--- config.mk ---
export PLATFORM = sky130hd
export DESIGN_NAME = stage_sequencer
export DESIGN_NICKNAME = d
export VERILOG_FILES = /design/src/rtl/stage_sequencer.sv
export SDC_FILE = /design/constraint.sdc
export NUM_CORES = 1
export LEC_CHECK = 0
export BUFFER_PORTS_ARGS = -buffer_cell sky130_fd_sc_hd__buf_2
export CAP_MARGIN = 20
export CORE_ASPECT_RATIO = 1.25
export CORE_UTILIZATION = 50
export CTS_CLUSTER_SIZE = 14
export DETAILED_ROUTE_END_ITERATION = 7
export HOLD_SLACK_MARGIN = 0.08
export PLACE_DENSITY = 0.79
export SLEW_MARGIN = 20
export SYNTH_ARGS = -nofsm -noshare
export SYNTH_HDL_FRONTEND = slang
export SYNTH_SLANG_ARGS = --single-unit
--- constraint.sdc ---
create_clock -name clk -period 2.6 [get_ports clk]
set_input_delay 0.13 -clock clk [delete_from_list [all_inputs] [get_ports clk]]
set_output_delay 0.13 -clock clk [all_outputs]
set_load 0.02 [all_outputs]
--- src/rtl/stage_sequencer.sv ---
// stage_sequencer: multi-cycle IF/ID/EX/MA/WB sequencer with halt, bus-error timeout and retire counter; optional cycle counter under STAGE_SEQ_CYCLE_COUNT_EN
module stage_sequencer #(
  parameter int unsigned WAIT_LIMIT = 255
) (
  input  logic        clk,
  input  logic        rst,
  input  logic        imem_ready,
  input  logic        dmem_ready,
  input  logic        dec_mem_op,
  input  logic        dec_rd_we,
  input  logic        halt_req,
  output logic        fetch_en,
  output logic        decode_en,
  output logic        exec_en,
  output logic        mem_en,
  output logic        wb_en,
  output logic        pc_we,
  output logic        halted,
  output logic        bus_err,
  output logic [31:0] instret,
  output logic [63:0] cycle_count
);
  typedef enum logic [2:0] {S_IF, S_ID, S_EX, S_MA, S_WB, S_HALT} state_t;
  localparam logic [15:0] LIMIT = 16'(WAIT_LIMIT);
  state_t state_q, state_d;
  logic [15:0] wait_q, wait_d, wait_inc;
  logic [31:0] instret_q, instret_d;
  logic halt_q, halt_d, err_q, err_d, mem_op_q, mem_op_d, rd_we_q, rd_we_d;
  logic wait_ready;
  assign wait_inc = wait_q + 16'd1;
  assign wait_ready = state_q == S_IF ? imem_ready : dmem_ready;
  // next state, wait timeout, flag latching and retire count
  always_comb begin
    state_d = state_q;
    wait_d = wait_q;
    halt_d = halt_q | halt_req;
    err_d = err_q;
    mem_op_d = mem_op_q;
    rd_we_d = rd_we_q;
    instret_d = instret_q;
    case (state_q)
      S_IF, S_MA: begin
        if (wait_ready) begin
          wait_d = '0;
          state_d = state_q == S_IF ? S_ID : S_WB;
        end else if (wait_inc == LIMIT) begin
          wait_d = wait_inc;
          err_d = 1'b1;
          state_d = S_HALT;
        end else begin
          wait_d = wait_inc;
        end
      end
      S_ID: begin
        mem_op_d = dec_mem_op;
        rd_we_d = dec_rd_we;
        state_d = S_EX;
      end
      S_EX: state_d = mem_op_q ? S_MA : S_WB;
      S_WB: begin
        instret_d = instret_q + 32'd1;
        state_d = halt_q | halt_req ? S_HALT : S_IF;
      end
      S_HALT: state_d = S_HALT;
      default: state_d = S_IF;
    endcase
  end
  // state and flag registers, synchronous active-low reset
  always_ff @(posedge clk) begin
    if (!rst) begin
      state_q <= S_IF;
      wait_q <= '0;
      halt_q <= 1'b0;
      err_q <= 1'b0;
      mem_op_q <= 1'b0;
      rd_we_q <= 1'b0;
      instret_q <= '0;
    end else begin
      state_q <= state_d;
      wait_q <= wait_d;
      halt_q <= halt_d;
      err_q <= err_d;
      mem_op_q <= mem_op_d;
      rd_we_q <= rd_we_d;
      instret_q <= instret_d;
    end
  end
  assign fetch_en = state_q == S_IF;
  assign decode_en = state_q == S_ID;
  assign exec_en = state_q == S_EX;
  assign mem_en = state_q == S_MA;
  assign wb_en = state_q == S_WB && rd_we_q;
  assign pc_we = state_q == S_WB;
  assign halted = state_q == S_HALT;
  assign bus_err = err_q;
  assign instret = instret_q;
`ifdef STAGE_SEQ_CYCLE_COUNT_EN
  logic [63:0] cyc_q, cyc_d;
  assign cyc_d = state_q == S_HALT ? cyc_q : cyc_q + 64'd1;
  // free-running cycle counter, frozen while halted
  always_ff @(posedge clk) begin
    if (!rst) cyc_q <= '0;
    else cyc_q <= cyc_d;
  end
  assign cycle_count = cyc_q;
`else
  assign cycle_count = '0;
`endif
endmodule

==> flow_metrics.py <==
metrics = {
    "worst_setup_path": {
        "max_stage_delay_ns": 0.45,
        "required_ns": 2.81,
        "slowest_stage": "dfxtp_1",
        "critPathTopFamily": "compound AO/OA/AOI/OAI gates",
        "endpoint_kind": "register",
        "criticalPathCategory": "reg2reg",
        "crit_fanout": 9,
        "start_kind": "register",
        "crit_chain": "ha_1, nand3_2, or3_1, a211oi_2, o2111ai_2, o41ai_2",
        "cp_num_buf_inv": 0,
        "crit_arrival_ns": 2.39,
    },
    "placed_design": {
        "hpwl_mm": 4.720,
        "gp_congestion": 0.8563,
        "port_buffers": 46,
        "place_area_um2": 3336,
        "dp_slack_ns": 0.4456,
    },
    "grt": {
        "grt_max_degree": 45,
        "grt_pass1_wl_mm": 10.21,
        "grt-ovfl-total": 0,
        "grt_pass1_vias": 2354,
        "antenna_found_initial": 0,
        "grt_use_total": 0.1851,
    },
    "finish": {
        "fillers": 610,
        "layout_common_cells": "conb_1 (64), dfxtp_1 (55), nor2_1 (50)",
        "final_layout_size_suffix_gt1_frac": 0.1511,
        "multiInputGateArea_um2": 1857,
        "layout.nets": 459,
        "areaGrowthSynthToFinish_pct": 3.797,
        "fin_area_um2": 3455,
        "final_common_cell": "conb_1",
        "n_antenna_cell": 0,
        "ff_latch_area_um2": 1101,
    },
    "route": {
        "via_per_inst": 5.185,
        "wire_per_inst_um": 11.97,
        "vias": 2774,
        "drt_iter0_drc": 105,
        "ant_nets": 0,
        "drt_wl_total_mm": 6.403,
        "drt_first_pass_iters": 4,
        "drc": 0,
    },
    "timing": {
        "timing.final.crit_share": 0.8354,
        "min_period_ns": 2.172,
        "maxSlewViolCount": 0,
        "setup_violations": 0,
        "hold_violations": 0,
        "setup-tns-final_ns": 0,
        "rsz0062_at_grt": "no",
        "relSlewSlack": 0.5525,
        "worst_pin_slew_ns": 0.6662,
        "worst_clock_skew_ns": 0.004197,
        "clock.fmax_mhz": 460.4,
        "setup_ws_ns": 0.4281,
    },
    "logic_synthesis": {
        "async_flop_share": 0,
        "synth_top_family_by_area": "simple AND/OR/NAND/NOR gates",
        "synthSimpleGateAreaFrac": 0.2583,
        "synth_fa_ha_area_frac": 0.01128,
        "ys_warn_count": 0,
        "synth.distinct_cells": 56,
        "synth_top_area_frac": 0.3308,
        "synthTopCellsByArea": "dfxtp_1 (33%), buf_4 (15%), nor2_1 (5.6%)",
        "synth_flop_cell": "dfxtp_1",
        "ys_seq_area_frac": 0.3308,
        "syn_area_um2": 3328,
        "synth_area_leader_cell": "dfxtp_1",
        "ys_ff_latch": 55,
        "synthCells": 409,
        "synth.area.mux_share": 0.006015,
        "synth_compound_area_frac": 0.1312,
        "syn_avg_cell_area_um2": 8.137,
        "synth_edf_count": 0,
        "synth_xor_xnor_area_share": 0.07895,
    },
    "floorplan": {
        "fp-row-count": 32,
        "start_util": 0.5295,
        "core-area_um2": 6286,
        "die-area_um2": 6989,
        "die_x_um": 74.98,
        "die_h_um": 93.22,
        "boundaryPins": 111,
    },
    "pwr": {
        "power.leakage_nw": 1.438,
        "pwr_density_cell_nw_per_um2": 603.8,
        "ir_drop_mv": 0.3153,
        "power.total_mw": 2.086,
    },
    "clocking": {
        "cts_buffers": 5,
        "cts-htree-levels": 2,
        "cts_root_buf": "clkbuf_8",
        "clock_sinks": 55,
        "insertion_delay_ns": 0.31,
        "ctsResizeCount": 0,
        "clkTransAtPathRegs_ns": 0.09,
        "cts_setup_buffers": 0,
        "cts_tree": "done",
        "clk_path_buf_depth": 2,
    },
    "run": {
        "drv_cap": 0,
    },
    "run_status": {
        "status": "complete, no violations",
    },
    "worst_hold_path": {
        "hold_path_class": "in2reg",
    },
}
==> final cells by class <==
type	count	area share
repair buffers	51	0.07968
clock inverters	3	0.005795
clock buffers	5	0.01992
multi-input cells	329	0.5375
inverters	7	0.007606
flip-flops and latches	55	0.3187
well taps	85	0.03079
==> through the flow <==
step,utilization,instances,hold slack (ns)
finish,0.5496,535,0.1427
global route,0.5496,535,0.1433
CTS,0.5496,535,0.1244
detailed placement,0.5307,524,0.3658
global placement,0.5307,524,0.3589
floorplan,-,472,0.2507
==> synth_stat cells (all sizes together) (4+ instances only) <==
cell,number
and3,12
or3,9
xor2,13
nand3,13
xnor2,17
nand2,24
a21oi,20
nand4,13
and2,4
and4,5
nor2,50
nor3,8
dfxtp,55
clkbuf,8
nor2b,4
buf,73
nor4,7
inv,7
o21ai,22
==> registers in the layout, summed over array words and instances, names as in the netlist <==
signal / cells
rd_we_q: 1
instret: 32
mem_op_q: 1
wait_q: 16
state_q: 3
bus_err: 1
halt_q: 1
==> where the power goes <==
part           total, mW  internal [mW]  switching [mW]
registers          0.963          0.886          0.0768
clock network      0.465          0.188           0.277
logic              0.657          0.209           0.448
==> repair_timing <==
action / in CTS / in global routing
hold endpoints to repair: 3 / 0
setup endpoints to repair: 0 / 0
hold buffers: 3 / 0
==> kinds of logic (layout without fill, tap and decap cells) <==
family / after synthesis / count (layout)
AND/OR/NAND/NOR: 163 / 163
buffers and inverters: 88 / 66
AO/OA/AOI/OAI: 67 / 67
flip-flops: 55 / 55
XOR/XNOR: 30 / 30
adder cells (fa/ha/maj): 3 / 3
multiplexers: 2 / 2
other: 1 / 64
==> final timing paths <==
path / startpoint / end / slack [ns] / depth (start not counted)
min reg2reg: halt_q / halt_q / 0.47 / 2
max: wait_q[0] / bus_err / 0.43 / 6
max reg2reg: wait_q[0] / bus_err / 0.43 / 6
min: rst / wait_q[11] / 0.14 / 2
==> layer usage <==
metal | share of wire | GRT usage
met1 | 0.40 | 0.2065
met3 | 0.054 | 0.02586
met2 | 0.53 | 0.3506
met5 | 0 | 0
met4 | 0.011 | 0.05503
(Power assumes the default switching activity.)
